$ cat config.mk
export PLATFORM = sky130hd
export DESIGN_NAME = ifetch
export DESIGN_NICKNAME = d
export VERILOG_FILES = /design/src/rtl/ifetch_pkg.sv /design/src/rtl/ifetch_ifid.sv /design/src/rtl/ifetch.sv
export SDC_FILE = /design/constraint.sdc
export NUM_CORES = 1
export LEC_CHECK = 0
export ABC_CLOCK_PERIOD_IN_PS = 4750
export BUFFER_PORTS_ARGS = -buffer_cell sky130_fd_sc_hd__buf_2
export CORE_MARGIN = 1.5
export CORE_UTILIZATION = 56
export CTS_CLUSTER_SIZE = 24
export DETAILED_ROUTE_END_ITERATION = 7
export GPL_ROUTABILITY_DRIVEN = 0
export GPL_TIMING_DRIVEN = 0
export PLACE_DENSITY = 0.86
export SLEW_MARGIN = 0
export SYNTH_ARGS = -nofsm -noshare
export SYNTH_HDL_FRONTEND = slang
export SYNTH_SLANG_ARGS = --single-unit
$ cat constraint.sdc
create_clock -name clk -period 4.75 [get_ports clk]
set_clock_uncertainty 0.15 [all_clocks]
set_input_delay 0.7125 -clock clk [delete_from_list [all_inputs] [get_ports clk]]
set_output_delay 0.7125 -clock clk [all_outputs]
set_load 0.01 [all_outputs]
$ cat src/rtl/ifetch_pkg.sv
// Shared types and constants for the ifetch instruction-fetch stage.
// The halt-on-CBZ-XZR behaviour is enabled by defining IFETCH_HALT_EN.
package ifetch_pkg;

  typedef enum logic [0:0] {
    FETCH = 1'b0,
    HALT  = 1'b1
  } state_e;

  localparam int                 INSTR_W    = 32;
  localparam logic [2:0]         PC_STEP    = 3'd4;
  localparam logic [INSTR_W-1:0] HALT_INSTR = 32'hb400001f;

  function automatic logic is_halt(input logic [INSTR_W-1:0] word);
    return (word == HALT_INSTR);
  endfunction

endpackage

$ cat src/rtl/ifetch_ifid.sv
// IF/ID pipeline register: synchronous reset, clear (drops valid only),
// load, otherwise hold.
module ifid_reg
  import ifetch_pkg::*;
#(
  parameter int N = 64
) (
  input  logic               clk,
  input  logic               reset,
  input  logic               i_load,
  input  logic               i_clear,
  input  logic [INSTR_W-1:0] i_instr,
  input  logic [N-1:0]       i_pc,
  output logic               o_valid,
  output logic [INSTR_W-1:0] o_instr,
  output logic [N-1:0]       o_pc
);

  logic               r_valid;
  logic [INSTR_W-1:0] r_instr;
  logic [N-1:0]       r_pc;

  // Clear has priority over load; instr/pc are kept on clear.
  always_ff @(posedge clk) begin
    if (reset) begin
      r_valid <= 1'b0;
      r_instr <= '0;
      r_pc    <= '0;
    end else if (i_clear) begin
      r_valid <= 1'b0;
    end else if (i_load) begin
      r_valid <= 1'b1;
      r_instr <= i_instr;
      r_pc    <= i_pc;
    end else begin
      r_valid <= r_valid;
    end
  end

  assign o_valid = r_valid;
  assign o_instr = r_instr;
  assign o_pc    = r_pc;

endmodule

$ cat src/rtl/ifetch.sv
// Instruction fetch stage: pc register, FETCH/HALT state and IF/ID register.
// Define IFETCH_HALT_EN to stop fetching on CBZ XZR,#0 (32'hb400001f).
module ifetch
  import ifetch_pkg::*;
#(
  parameter int N  = 64,
  parameter int AW = 6
) (
  input  logic               clk,
  input  logic               reset,
  output logic [AW-1:0]      imem_addr,
  input  logic [INSTR_W-1:0] imem_q,
  input  logic               br_taken,
  input  logic [N-1:0]       br_target,
  input  logic               id_ready,
  output logic               id_valid,
  output logic [INSTR_W-1:0] id_instr,
  output logic [N-1:0]       id_pc,
  output logic               halted
);

  logic [N-1:0] r_pc;
  state_e       r_state;
  logic         r_halted;
  logic         w_fire;
  logic         w_clear;
  logic         w_halt_hit;
  logic [N-1:0] w_pc_inc;
  logic         w_unused_br;

  assign w_fire   = (r_state == FETCH) && !br_taken && (!id_valid || id_ready);
  // A consumed instruction with nothing fetched behind it leaves IF/ID empty.
  assign w_clear  = br_taken || (id_ready && !w_fire);
  assign w_pc_inc = r_pc + {{(N-3){1'b0}}, PC_STEP};
  assign w_unused_br = ^br_target[1:0];

`ifdef IFETCH_HALT_EN
  assign w_halt_hit = is_halt(imem_q);
`else
  assign w_halt_hit = 1'b0;
`endif

  // pc and state: reset beats redirect, redirect beats fire.
  always_ff @(posedge clk) begin
    if (reset) begin
      r_pc     <= '0;
      r_state  <= FETCH;
      r_halted <= 1'b0;
    end else if (br_taken) begin
      r_pc     <= {br_target[N-1:2], 2'b00};
      r_state  <= FETCH;
      r_halted <= 1'b0;
    end else if (w_fire) begin
      if (w_halt_hit) begin
        r_state  <= HALT;
        r_halted <= 1'b1;
      end else begin
        r_pc <= w_pc_inc;
      end
    end else begin
      r_pc <= r_pc;
    end
  end

  ifid_reg #(.N(N)) u_ifid (
    .clk     (clk),
    .reset   (reset),
    .i_load  (w_fire),
    .i_clear (w_clear),
    .i_instr (imem_q),
    .i_pc    (r_pc),
    .o_valid (id_valid),
    .o_instr (id_instr),
    .o_pc    (id_pc)
  );

  assign imem_addr = r_pc[AW+1:2];
  assign halted    = r_halted;

endmodule

==> flow_summary.toml, run 1 <==
[global_route]
gr-total-overflow = 0
grt_max_degree = 17
grt_pass1_vias = 7114
grt_pass1_wl_um = 34600
antenna_found_initial = 0
grt_use_total_pct = 33.2

[clock_network]
clock_latency_ns = 0.43
cts.root.buffer_cell = "clkbuf_16"
cts-htree-levels = 4
clk_pin_slew_worst_paths_ns = 0.06
cts_hold_buf = 0
cts_setup_buffers = 0
cts.repair.resized = 0
tritoncts = "yes"
cts_max_path_buffers = 2
clock_sinks = 157
numCtsBuffers = 17

[critical_path]
worst_setup_path_start_kind = "primary input"
crit_type = "primary input to flip-flop"
crit_path_top_delay_cell = "clkbuf_1"
crit_family = "buffers and inverters"
cp_cell_sequence = "clkbuf_1, inv_1, nand2_1, clkbuf_1, buf_1, nand2_1, a21oi_1"
crit_path_max_fanout = 10
end_kind = "flip-flop"
critPathMaxStageDelay_ns = 0.59
cp_num_buf_inv = 4
arrival_ns = 3.08
cp.required_ns = 4.94

[flow_run]
cap_violations = 0

[timing]
worstMarginPinSlew_ns = 0.787
fin_ws_ns = 1.86
min_period_ns = 2.89
slew_headroom_pct = 47.5
hold_violations = 0
rsz0062_at_grt = "false"
fin_crit_sh_pct = 60.9
tns_ns = 0
max_freq_mhz = 346
whs_ns = 0.299
finalSetupViolCount = 0
drv_slew = 0

[floorplan]
core_area_mm2 = 0.0126
fp.dieH_um = 116
core.rowCount = 41
io_pins = 204
fp.dieW_um = 116
die_area_mm2 = 0.0135
start_util_pct = 57.1

[cells_and_area]
final_common_cell = "nand2_1"
syn_to_final_growth_pct = 25.4
final_cell_mix = "233 x nand2_1, 198 x buf_2, 157 x dfxtp_1"
regArea_mm2 = 0.00314
diodes = 0
fill_cells = 1025
fin_area_mm2 = 0.00901
multiInputGateArea_mm2 = 0.00365
finalNetCount = 1228
drive_gt1_share_pct = 22.8

[place]
place_hpwl_um = 15900
port-buffer-count = 196
placed_area_mm2 = 0.00838
post-place-ws_ns = 1.58

[power]
p_leak_uw = 0.00358
switching_share_pct = 25.5
finalPower_uw = 3260
intPower_uw = 2430
power_frac_comb_pct = 10.6
power_density_mw_per_mm2 = 362
clock_power_share_pct = 44.4
ir_drop_v = 0.000288
switching_power_uw = 829
seqPwrFrac_pct = 45.0

[detailed_routing]
ant_nets = 0
dr_wl_met3_um = 1860
wire_per_inst_um = 17.0
via_per_inst = 5.82
drc_errors = 0
dr.pass1.iters = 7
met1_length_um = 9240
wl_um = 22300
dr_total_vias = 7636
wl_met2_um = 10400
drtIter0Drc = 673
route.top_layer_used = "met4"

[synth]
yosysWarnings = 0
yosysTopAreaCell = "dfxtp_1"
synth_edf_count = 0
netlist.area_leader.share_pct = 43.8
yosys.area_share.simple_pct = 30.2
synth_compound_area_share_pct = 16.5
synth_area_per_cell_um2 = 7.89
synth_seq_area_share_pct = 43.8
synthCells = 910
synthArstFlopShare_pct = 0
muxShareOfSynthArea_pct = 0
synth-seq-cells = 157
ys.flop_type = "dfxtp_1"
synthAdderAreaFrac_pct = 0.174
yosysUniqueCellTypes = 51
synth_area_mm2 = 0.00718
synthXorXnorAreaFrac_pct = 3.78
synth_top_family_by_area = "simple AND/OR/NAND/NOR gates"
synth.area.top_cells = "dfxtp_1 44%, nand2_1 12%, a21oi_1 7.2%"

[run_status]
outcome = "complete, no violations"

[worst_hold_path]
hp-class = "flip-flop to flip-flop"
==> stage by stage <==
stage	std cells	util (%)
final	1311	71.7
after global routing	1311	71.7
after CTS	1311	71.7
after detailed placement	1280	66.7
after global placement	1280	66.7
after floorplan	912	-
==> sequential cells by signal (all words and copies together) (netlist names) <==
signal / flops
u_ifid.o_valid: 1
u_ifid.o_instr: 32
r_pc: 62
u_ifid.o_pc: 62
==> path summary, 6_finish.rpt <==
check,cells after the start,slack (ns),start,to
worst max-delay path,7,1.86,br_taken,u_ifid.o_pc[29]
worst min-delay path,2,0.30,u_ifid.o_pc[43],u_ifid.o_pc[43]
worst max register to register,6,1.97,r_pc[5],r_pc[54]
worst min register to register,2,0.30,u_ifid.o_pc[43],u_ifid.o_pc[43]
==> worst min-delay path: stages (launching register included) <==
cell and delay [ns]:
dfxtp_1 0.30, nand2_1 0.05, a21oi_1 0.05
==> synth_stat cells, types with 3 or more instances <==
cell	instances
dfxtp_1	157
o31a_1	3
a31oi_1	3
a211oi_1	28
clkbuf_1	48
o31ai_1	11
xor2_1	8
or4_1	12
or3_1	9
buf_1	10
nand2b_1	4
o21ai_0	5
a21oi_1	104
a311oi_1	15
a2111oi_2	3
nor3_1	16
nor2_1	58
nand4_1	23
nand3_1	30
a2111oi_0	6
nor4_2	3
and2_1	5
nor4_1	14
nand2_1	233
buf_4	10
inv_1	18
xnor2_1	23
and4_1	13
nor4_4	4
and3_1	7
==> logic make-up after synthesis <==
kind of cell | after synthesis
other cells | 1
xor+xnor | 31
flops | 157
simple gates | 444
buf+inv | 90
compound gates | 186
fa+ha+maj | 1
==> power by group through the flow <==
| stage | clock network, uW | logic [uW] | registers (uW) |
|---|---|---|---|
| 2_1_floorplan | 0 | 183 | 1490 |
| 3_3_place_gp | 0 | 331 | 1490 |
| 3_5_place_dp | 0 | 338 | 1490 |
| 4_1_cts | 1440 | 343 | 1460 |
| 5_1_grt | 1500 | 383 | 1470 |
| 6_report | 1450 | 346 | 1460 |
==> per-layer routing <==
metal  GRT usage, %  vias up
met5              0        -
met4           16.7        0
met3           8.30       76
met2           52.5      415
met1           42.2     3514
li1               -     3631
==> cell type report <==
class	count	share of cell area, %
multi-input combinational	665	40.6
inverter	18	0.750
buffer	72	3.61
clock buffer	19	5.03
sequential	157	34.9
timing repair buffer	196	10.9
tap	172	2.39
clock inverter	12	1.88
No activity file was read; power rests on OpenSTA's default activity.
==> inputs of run 2 (changes only) <==
ABC_CLOCK_PERIOD_IN_PS = 2440   (was 4750)
CORE_UTILIZATION = 47   (was 56)
PLACE_DENSITY = 0.77   (was 0.86)
clock period = 2.44 ns   (was 4.75 ns; I/O delays follow)
==> run 2 against run 1 <==
Effect of this change:
- global-route usage down 5.0 points
- setup slack worse by 1.8 ns
- core utilization down 8.5 points
- power up 100%
- register-to-register slack worse by 1.9 ns
- cell count up 1.8%
==> flow_summary.toml, run 2 (synthesis gave the netlist of run 1 again) <==
[clock_network]
cts_max_path_buffers = 2
tritoncts = "yes"
cts-htree-levels = 4
numCtsBuffers = 17
clk_pin_slew_worst_paths_ns = 0.06
cts.root.buffer_cell = "clkbuf_16"
cts_hold_buf = 0
clock_sinks = 157
clock_latency_ns = 0.44

[timing]
min_period_ns = 2.38
worstMarginPinSlew_ns = 0.850
slew_headroom_pct = 43.4
whs_ns = 0.0117
rsz0062_at_grt = "true"
fin_ws_ns = 0.0626
drv_slew = 0
finalSetupViolCount = 0
hold_violations = 0
fin_crit_sh_pct = 97.4
max_freq_mhz = 421
tns_ns = 0

[critical_path]
end_kind = "flip-flop"
arrival_ns = 2.57
crit_family = "simple AND/OR/NAND/NOR gates"
cp_cell_sequence = "and2_1, nor4b_4, nand4_1, buf_2, or4_1, a311oi_1"
worst_setup_path_start_kind = "flip-flop"
crit_path_top_delay_cell = "dfxtp_1"
crit_path_max_fanout = 10
cp.required_ns = 2.63
crit_type = "flip-flop to flip-flop"
cp_num_buf_inv = 1
critPathMaxStageDelay_ns = 0.43

[cells_and_area]
syn_to_final_growth_pct = 29.2
finalNetCount = 1240
fin_area_mm2 = 0.00928
final_cell_mix = "231 x nand2_1, 198 x buf_2, 136 x dfxtp_1"
final_common_cell = "nand2_1"
drive_gt1_share_pct = 27.4
fill_cells = 1295
diodes = 0
stdcell_count = 1335

[global_route]
gr-total-overflow = 0
grt_use_total_pct = 28.1
grt_pass1_wl_um = 35500
grt_max_degree = 17
antenna_found_initial = 0
grt_pass1_vias = 6972

[floorplan]
core_area_mm2 = 0.0147
io_pins = 204
fp.dieH_um = 127
start_util_pct = 48.9
die_area_mm2 = 0.0160
core.rowCount = 44
fp.dieW_um = 127

[detailed_routing]
via_per_inst = 5.70
dr.pass1.iters = 6
drtIter0Drc = 651
wl_um = 23000
wire_per_inst_um = 17.2
drc_errors = 0
ant_nets = 0
dr_total_vias = 7610

[run_status]
outcome = "complete, no violations"

[flow_run]
cap_violations = 0

[place]
place_hpwl_um = 16400
dp_cells = 1292
post-place-ws_ns = -0.367
placed_area_mm2 = 0.00840
port-buffer-count = 196

[power]
power_density_mw_per_mm2 = 713
p_leak_uw = 0.00371
ir_drop_v = 0.000476

[worst_hold_path]
hp-class = "primary input to flip-flop"
==> run 2: cell count changes in the layout (fill, tap and decap cells not counted), sizes merged <==
cell,previous run,this run
inv,18,19
buf,220,231
clkinvlp,2,1
clkinv,6,3
clkbuf,67,69
bufinv,4,6
==> run 2: final timing paths <==
path,end,depth (start not counted),slack [ns],from
worst max-delay path,r_pc[53],6,0.06,r_pc[2]
worst min-delay path,r_pc[3],3,0.01,br_target[3]
worst max register to register,r_pc[53],6,0.06,r_pc[2]
worst min register to register,u_ifid.o_pc[31],2,0.30,u_ifid.o_pc[31]
==> run 2: what timing repair did <==
| action | CTS | global route |
|---|---|---|
| setup endpoints to repair | 56 | 49 |
| setup buffers | 6 | 7 |
| endpoints found under the hold margin | 0 | 0 |
| resized for setup | 8 | 44 |
| gates cloned | 0 | 1 |
| pin swaps | 4 | 7 |
==> run 2: tightest hold or removal path: stages <==
cell and delay [ns]:
buf_2 0.07, a21oi_1 0.05, nor2_1 0.07
==> run 2: metal layers <==
layer	track usage [%]	vias to the layer above	share of wire, %
met4	12.1	0	2.7
met5	0	-	0
met1	36.3	3571	43
met2	45.8	335	48
met3	5.82	57	6.7
li1	-	3647	-
==> run 2: cell type report <==
cell class | instances | area, um^2 | area share [%]
Buffer | 70 | 335 | 3.61
Clock buffer | 20 | 467 | 5.03
Clock inverter | 11 | 211 | 2.28
Inverter | 18 | 67.6 | 0.728
Multi-Input combinational cell | 665 | 3710 | 40.0
Sequential cell | 157 | 3170 | 34.2
Tap cell | 184 | 230 | 2.48
Timing Repair Buffer | 210 | 1080 | 11.7
==> run 2: power breakdown <==
part	internal [uW]	switching, uW
Combinational	271	410
Clock	1990	1080
Sequential	2710	150
==> run 2: stage by stage <==
stage,power [uW],util (%)
CTS,6590,62.2
global placement,3550,57.1
finish,6610,63.1
detailed placement,3570,57.1
global route,6820,63.1
floorplan,3260,-
